**src/rtl/out_mux_arb_pkg.sv**
```systemverilog
// Shared definitions for the result-return multiplexer: operation-word field
// positions (identical to the input demux packing), FSM states and helpers.
package out_mux_arb_pkg;

    localparam int ADDR_MSB    = 21;
    localparam int ADDR_LSB    = 17;
    localparam int WR_RD_BIT   = 16;
    localparam int DATA_MSB    = 15;
    localparam int DATA_LSB    = 8;
    localparam int OPID_MSB    = 7;
    localparam int OPID_LSB    = 0;
    localparam int SW_ID_WIDTH = 3;

    typedef enum logic [1:0] {
        IDLE    = 2'd0,
        READ    = 2'd1,
        CAPTURE = 2'd2,
        PRESENT = 2'd3
    } state_t;

    // Round-robin successor of an instance index, wrapping at n.
    function automatic logic [SW_ID_WIDTH-1:0] next_ptr(input logic [SW_ID_WIDTH-1:0] cur,
                                                        input int n);
        if (int'(cur) >= n - 1) return '0;
        return cur + 1'b1;
    endfunction

endpackage

```
**src/rtl/out_mux_arb_rr_arbiter.sv**
```systemverilog
// Combinational round-robin picker: first requesting index at or above ptr,
// wrapping to the lowest requesting index below ptr.
module rr_arbiter
    import out_mux_arb_pkg::*;
#(
    parameter int N = 5
) (
    input  logic [N-1:0]             req,
    input  logic [SW_ID_WIDTH-1:0]   ptr,
    output logic [SW_ID_WIDTH-1:0]   gnt_idx,
    output logic                     gnt_vld
);

    always_comb begin
        gnt_idx = '0;
        gnt_vld = 1'b0;
        for (int i = 0; i < N; i++) begin
            if (!gnt_vld && req[i] && (i >= int'(ptr))) begin
                gnt_idx = SW_ID_WIDTH'(i);
                gnt_vld = 1'b1;
            end
        end
        for (int i = 0; i < N; i++) begin
            if (!gnt_vld && req[i] && (i < int'(ptr))) begin
                gnt_idx = SW_ID_WIDTH'(i);
                gnt_vld = 1'b1;
            end
        end
    end

endmodule

```
**src/rtl/out_mux_arb.sv**
```systemverilog
// Collects operation words from the per-switch result FIFOs with round-robin
// arbitration and presents them one at a time on the response channel.
module out_mux_arb
    import out_mux_arb_pkg::*;
#(
    parameter int NUM_SW_INST = 5,
    parameter int W_WIDTH     = 8,
    parameter int OP_WIDTH    = 32
) (
    input  logic                    clk,
    input  logic                    rst_n,
    input  logic                    fifo_empty   [NUM_SW_INST],
    input  logic [OP_WIDTH-1:0]     fifo_rd_data [NUM_SW_INST],
    output logic                    rd_fifo      [NUM_SW_INST],
    input  logic                    out_ready,
    output logic                    out_valid,
    output logic [SW_ID_WIDTH-1:0]  out_sw_id,
    output logic [4:0]              out_addr,
    output logic                    out_wr_rd_op,
    output logic [W_WIDTH-1:0]      out_data,
    output logic [7:0]              out_op_id
);

    state_t                   state, state_d;
    logic [SW_ID_WIDTH-1:0]   rr_ptr, rr_ptr_d;
    logic [SW_ID_WIDTH-1:0]   grant, grant_d;
    logic                     valid_d;
    logic                     capture;
    logic                     rd_fifo_d [NUM_SW_INST];
    logic [NUM_SW_INST-1:0]   req;
    logic [SW_ID_WIDTH-1:0]   arb_idx;
    logic                     arb_vld;
    logic [OP_WIDTH-1:0]      sel_word;
    logic                     unused_hi;

    always_comb begin
        for (int i = 0; i < NUM_SW_INST; i++) req[i] = !fifo_empty[i];
    end

    rr_arbiter #(.N(NUM_SW_INST)) u_arb (
        .req     (req),
        .ptr     (rr_ptr),
        .gnt_idx (arb_idx),
        .gnt_vld (arb_vld)
    );

    assign sel_word  = fifo_rd_data[grant];
    assign unused_hi = ^sel_word[OP_WIDTH-1:ADDR_MSB+1];

    // Output handshake: a word transfers on a clock edge where out_valid and
    // out_ready are both high; once out_valid rises, the word and all of its
    // fields hold until that edge. out_ready is ignored while out_valid is low.
    always_comb begin
        state_d  = state;
        grant_d  = grant;
        rr_ptr_d = rr_ptr;
        valid_d  = out_valid;
        capture  = 1'b0;
        case (state)
            IDLE: begin
                if (arb_vld) begin
                    grant_d = arb_idx;
                    state_d = READ;
                end
            end
            READ: begin
                rr_ptr_d = next_ptr(grant, NUM_SW_INST);
                state_d  = CAPTURE;
            end
            CAPTURE: begin
                capture = 1'b1;
                valid_d = 1'b1;
                state_d = PRESENT;
            end
            PRESENT: begin
                if (out_ready) begin
                    valid_d = 1'b0;
                    if (arb_vld) begin
                        grant_d = arb_idx;
                        state_d = READ;
                    end else begin
                        state_d = IDLE;
                    end
                end
            end
            default: state_d = IDLE;
        endcase
        // The pop strobe is registered so it is high for exactly the READ cycle.
        for (int i = 0; i < NUM_SW_INST; i++)
            rd_fifo_d[i] = (state_d == READ) && (grant_d == SW_ID_WIDTH'(i));
    end

    always_ff @(posedge clk or negedge rst_n) begin
        if (!rst_n) begin
            state        <= IDLE;
            rr_ptr       <= '0;
            grant        <= '0;
            out_valid    <= 1'b0;
            out_sw_id    <= '0;
            out_addr     <= '0;
            out_wr_rd_op <= 1'b0;
            out_data     <= '0;
            out_op_id    <= '0;
            for (int i = 0; i < NUM_SW_INST; i++) rd_fifo[i] <= 1'b0;
        end else begin
            state     <= state_d;
            rr_ptr    <= rr_ptr_d;
            grant     <= grant_d;
            out_valid <= valid_d;
            for (int i = 0; i < NUM_SW_INST; i++) rd_fifo[i] <= rd_fifo_d[i];
            if (capture) begin
                out_sw_id    <= grant;
                out_addr     <= sel_word[ADDR_MSB:ADDR_LSB];
                out_wr_rd_op <= sel_word[WR_RD_BIT];
                out_data     <= W_WIDTH'(sel_word[DATA_MSB:DATA_LSB]);
                out_op_id    <= sel_word[OPID_MSB:OPID_LSB];
            end
        end
    end

endmodule

```
**config.mk**
```make
export PLATFORM = sky130hd
export DESIGN_NAME = out_mux_arb
export DESIGN_NICKNAME = d
export VERILOG_FILES = /design/src/rtl/out_mux_arb_pkg.sv /design/src/rtl/out_mux_arb_rr_arbiter.sv /design/src/rtl/out_mux_arb.sv
export SDC_FILE = /design/constraint.sdc
export NUM_CORES = 1
export LEC_CHECK = 0
export ABC_AREA = 1
export CAP_MARGIN = 10
export CORE_ASPECT_RATIO = 0.9
export CORE_MARGIN = 5
export CORE_UTILIZATION = 37
export CTS_CLUSTER_SIZE = 12
export DETAILED_ROUTE_END_ITERATION = 12
export HOLD_SLACK_MARGIN = 0.06
export PLACE_DENSITY = 0.93
export SLEW_MARGIN = 0
export SYNTH_ARGS = -nofsm -noshare
export SYNTH_HDL_FRONTEND = slang
export SYNTH_SLANG_ARGS = --single-unit
export TNS_END_PERCENT = 30
```
**constraint.sdc**
```tcl
create_clock -name clk -period 3.4 [get_ports clk]
set_clock_uncertainty 0.05 [all_clocks]
set_input_delay 0.68 -clock clk [delete_from_list [all_inputs] [get_ports clk]]
set_output_delay 0.68 -clock clk [all_outputs]
set_load 0.05 [all_outputs]
```
# --- Yosys cells after proc, flatten, opt, wreduce, memory -nomap -nowiden ---
# Index checks and enable logic that the tools add are counted.
totals:
  regBits: 39
  inputBits: 168
  output_inout_bits: 31
  wordCells: 115
classes:
  add_sub_neg: 1
  order_cmp: 12
  eq_ne: 9
  n_mux: 36
  n_bitwise: 1
  n_reduce_logical: 42
op_table:
  columns: ["cell", "count"]
  rows:
  - ["$bmux W32 S3", 1]
  - ["$mux W22", 2]
  - ["$mux W3", 10]
  - ["$logic_and A1 B1 Y1", 24]
  - ["$mux W1", 16]
  - ["$logic_not A1 Y1", 14]
  - ["$mux W2", 4]
  - ["$pmux W2 S4", 1]
  - ["$eq A3 B2 Y1 const B", 2]
  - ["$ge A1 B3 Y1 const A", 2]
  - ["$ge A2 B3 Y1 const A", 2]
  - ["$lt A1 B3 Y1 const A", 2]
  - ["$lt A2 B3 Y1 const A", 2]
  - ["$pmux W3 S2", 1]
  - ["$eq A2 B1 Y1 const B", 2]
  - ["$eq A2 B2 Y1 const B", 2]
  - ["$ge A4 B4 Y1 const B", 1]
  - ["$not A3 Y4", 1]
  - ["$add A3 B1 Y3 const B", 1]
  - ["$eq A3 B1 Y1 const B", 1]
  - ["$eq A3 B3 Y1 const B", 1]
  - ["$ge A3 B3 Y1 const A", 1]
  - ["$ge A3 B3 Y1 const B", 1]
  - ["$logic_not A3 Y1", 1]
  - ["6 further kinds", 6]

# --- Longest topological paths before layout ---
logic_depth:
  ltp_word: 44
  ltp_mapped: 14
  mapped_depth_nobuf: 14

# --- Cells and area by module ---
# From an unflattened synthesis, not the netlist that was laid out.
hier_totals:
  hier_cells: 414
  area_unflattened_um2: 2872.8
modules_own_cells:
  columns: ["mod", "n_inst", "cells_per_inst", "area_each_um2", "seq_area_each_um2"]
  rows:
  - ["out_mux_arb", 1, 379, 2688.8, 975.9]
  - ["rr_arbiter", 1, 35, 183.9, 0.0]

# --- Least setup slack after synthesis ---
# No wires, ideal clock.
synth_path:
  path_type: "input to register"
  from: "input fifo_empty[1] in the netlist's numbering"
  to: "register rd_fifo[1] in the netlist's numbering"
  setup_time_ns: 0.117
  t_arrival_ns: 1.659
  required_time_ns: 3.233
  path_slack_ns: 1.574
  path_stages: 13
  path_buffers: 0
  path_cell_list: "inv_2 -> nand2_1 -> nand2_2 -> nor2_4 -> nand2_4 -> nor2_8 -> nand3_2 -> o21ai_1 -> nand2_1 -> nand2_1 -> nor2_2 -> nand2_1 -> nor2_1"
synth_lines:
  columns: ["item", "line", "rtl"]
  rows:
  - ["start: declaration", "out_mux_arb.sv:12", "input logic fifo_empty [NUM_SW_INST],"]
  - ["end: declaration", "out_mux_arb.sv:14", "output logic rd_fifo [NUM_SW_INST],"]

==> results.json <==
{
  "cp-startpoint": "fifo_empty[1]",
  "firstDrtPassIters": 5,
  "numPortBuffers": 148,
  "hold_viol": 0,
  "synth_top_cell_by_area": "dfrtp_1",
  "area_growth_pct": 62.2,
  "antenna_cells": 0,
  "num_rows": 29,
  "syn_area_per_cell_um2": 7.24,
  "yosysUniqueCellTypes": 27,
  "finalCoreUtilization": 0.608,
  "peakVddDrop_mv": 0.547,
  "share_seq_of_total_power": 0.243,
  "fin_crit_sh": 0.686,
  "swShare": 0.522,
  "antenna_found_initial": 0,
  "insertion_delay_ns": 0.29,
  "numCtsBuffers": 5,
  "cp_max_fo": 5,
  "pwr-share-clk": 0.092,
  "cap_violations": 0,
  "place_congestion": 0.819,
  "outcome": "finished, final reports clean",
  "die_area_um2": 8800,
  "hold_end": "out_op_id[6]",
  "grt_pass1_vias": 2999,
  "cp-start-kind": "primary input",
  "drv_slew": 0,
  "drtIter0Drc": 145,
  "synth_cells": 359,
  "worst_hold_slack_ns": 0.443,
  "rsz0062_at_grt": "no",
  "top_level_ports": 199,
  "via_per_inst": 5.20,
  "switchingPower_mw": 1.70,
  "wl_met1_mm": 3.88,
  "htreeDepth": 2,
  "crit_arrival_ns": 2.46,
  "cts_setup_buffers": 0,
  "tightest_slew_ns": 0.871,
  "relSlewSlack": 0.420,
  "synth_area_leaders": "dfrtp_1, o21ai_0, nand2_1",
  "wl_met3_um": 792,
  "initial_core_util": 0.375,
  "place.detailed.instances": 580,
  "grt_max_degree": 51,
  "finalCriticalPeriod_ns": 2.33,
  "cts.sinks": 39,
  "synth-edff-count": 0,
  "cts_hold_buffers": 0,
  "nFillCells": 606,
  "path_clk_slew_ns": 0.07,
  "ys.flop_type": "dfrtp_1",
  "hp-start": "out_op_id[6]",
  "fp.dieW_um": 98.3,
  "clockBufferDepth": 2,
  "vias": 3058,
  "drt_wl_total_mm": 9.43,
  "grt_pass1_wl_mm": 14.8,
  "yosysWarnings": 0,
  "reg2reg_from": "grant[2]",
  "core_area_um2": 6930,
  "fmax_mhz": 429,
  "synth_nets": 533,
  "yosysSeqAreaShare": 0.376,
  "min_path_type": "reg2reg",
  "dp_hpwl_mm": 7.04,
  "grt.total_usage": 0.208,
  "ant_nets": 0,
  "tritoncts": "built",
  "hold_path_depth": 2,
  "ys_ff_latch": 39,
  "drc_errors": 0,
  "cts_root_buf": "clkbuf_8",
  "die_h_um": 89.5,
  "criticalPathCategory": "in2reg",
  "route.met2.wl_mm": 4.66,
  "yosysMostFrequentCell": "nand2_1",
  "yosysTopAreaCellShare": 0.376,
  "gr-total-overflow": 0,
  "end_kind": "flop",
  "p_comb_frac": 0.665,
  "top_layer": "met4",
  "synth_area_um2": 2600,
  "setup_viol": 0,
  "synth-async-reset-ratio": 1.00,
  "wire_per_inst_um": 16.0,
  "r2r-end": "out_op_id[5]",
  "instances_no_fill": 588,
  "nets": 668,
  "leakagePower_nw": 1.86,
  "ys_top_cells_by_count": "nand2_1, nor2_1, o21ai_0, dfrtp_1, o21ai_1",
  "crit_required_ns": 3.53,
  "internal_power_mw": 1.56,
  "power.density_nw_per_um2": 774,
  "cts_resized": 0,
  "drive_gt1_frac": 0.0808,
  "setup-tns-final_ns": 0,
  "ff2ff_path_depth": 5,
  "r2r_setup_slack_ns": 1.33
}
==> power by group through the flow <==
| stage | clock network (mW) | registers [mW] | logic [mW] |
|---|---|---|---|
| finish | 0.300 | 0.792 | 2.17 |
| floorplan | 0 | 1.34 | 0.906 |
| global route | 0.338 | 0.821 | 2.36 |
| CTS | 0.314 | 0.789 | 2.18 |
| global placement | 0 | 0.787 | 2.12 |
| detailed placement | 0 | 0.794 | 2.17 |
==> how the worst max path moves through the flow <==
stage / end / slack, ns / cells past startpoint
final: rd_fifo[1] / 1.07 / 14
after global routing: rd_fifo[2] / 0.99 / 14
after CTS: rd_fifo[1] / 1.10 / 14
after detailed placement: rd_fifo[1] / 0.80 / 14
after global placement: rd_fifo[3] / 0.86 / 14
after floorplan: rd_fifo[1] / 1.57 / 13
==> routing by layer <==
metal | track usage | vias up
met3 | 0.0608 | 14
met5 | 0 | -
met1 | 0.269 | 1407
li1 | - | 1498
met4 | 0.0496 | 0
met2 | 0.349 | 139
==> logic make-up after synthesis <==
family / synth area share
adder cells (fa/ha/maj): 0.0289
AND/OR/NAND/NOR: 0.246
AO/OA/AOI/OAI: 0.280
buffers and inverters: 0.0703
flip-flops: 0.376
==> layout make-up <==
cell class,instances,area [um^2],area share
clock inverter,3,15.0,0.00356
multi-input combinational,272,1450,0.343
clock buffer,5,68.8,0.0163
tap,93,116,0.0276
inverter,25,93.8,0.0223
sequential,39,976,0.232
timing repair buffer,151,1500,0.356
==> registers in the layout, summed over array words and instances, names as in the netlist <==
name          count
grant             3
out_addr          5
out_data          8
out_op_id         8
out_sw_id         3
out_valid         1
out_wr_rd_op      1
rd_fifo           5
rr_ptr            3
state             2
==> cells in the final DEF (no fill, tap or decap), types with 8 or more instances in the layout <==
cell             Yosys  final
o22ai_1             22     22
inv_2                8      8
nor2_1              54     54
o21ai_1             27     27
a22oi_1             22     22
o21ai_0             49     49
inv_1               17     17
nand3_1              9      9
dfrtp_1             39     39
nand2_1             56     56
clkdlybuf4s50_1      0    147
==> per-stage QoR <==
stage	power, mW	setup slack [ns]	area, um^2
2_1_floorplan	2.24	1.57	2600
4_1_cts	3.28	1.10	4210
5_1_grt	3.52	0.989	4210
6_report	3.26	1.07	4210
3_3_place_gp	2.91	0.863	4130
3_5_place_dp	2.96	0.797	4130
==> worst max-delay path, stage by stage <==
cell,delay [ns]
clkdlybuf4s50_1,0.55
inv_2,0.08
nand2_1,0.13
nand2_2,0.09
nor2_4,0.17
nand2_4,0.09
nor2_8,0.13
nand3_2,0.09
o21ai_1,0.08
nand2_1,0.09
nand2_1,0.12
nor2_2,0.05
nand2_1,0.08
nor2_1,0.04
No activity file was read; power rests on OpenSTA's default activity.
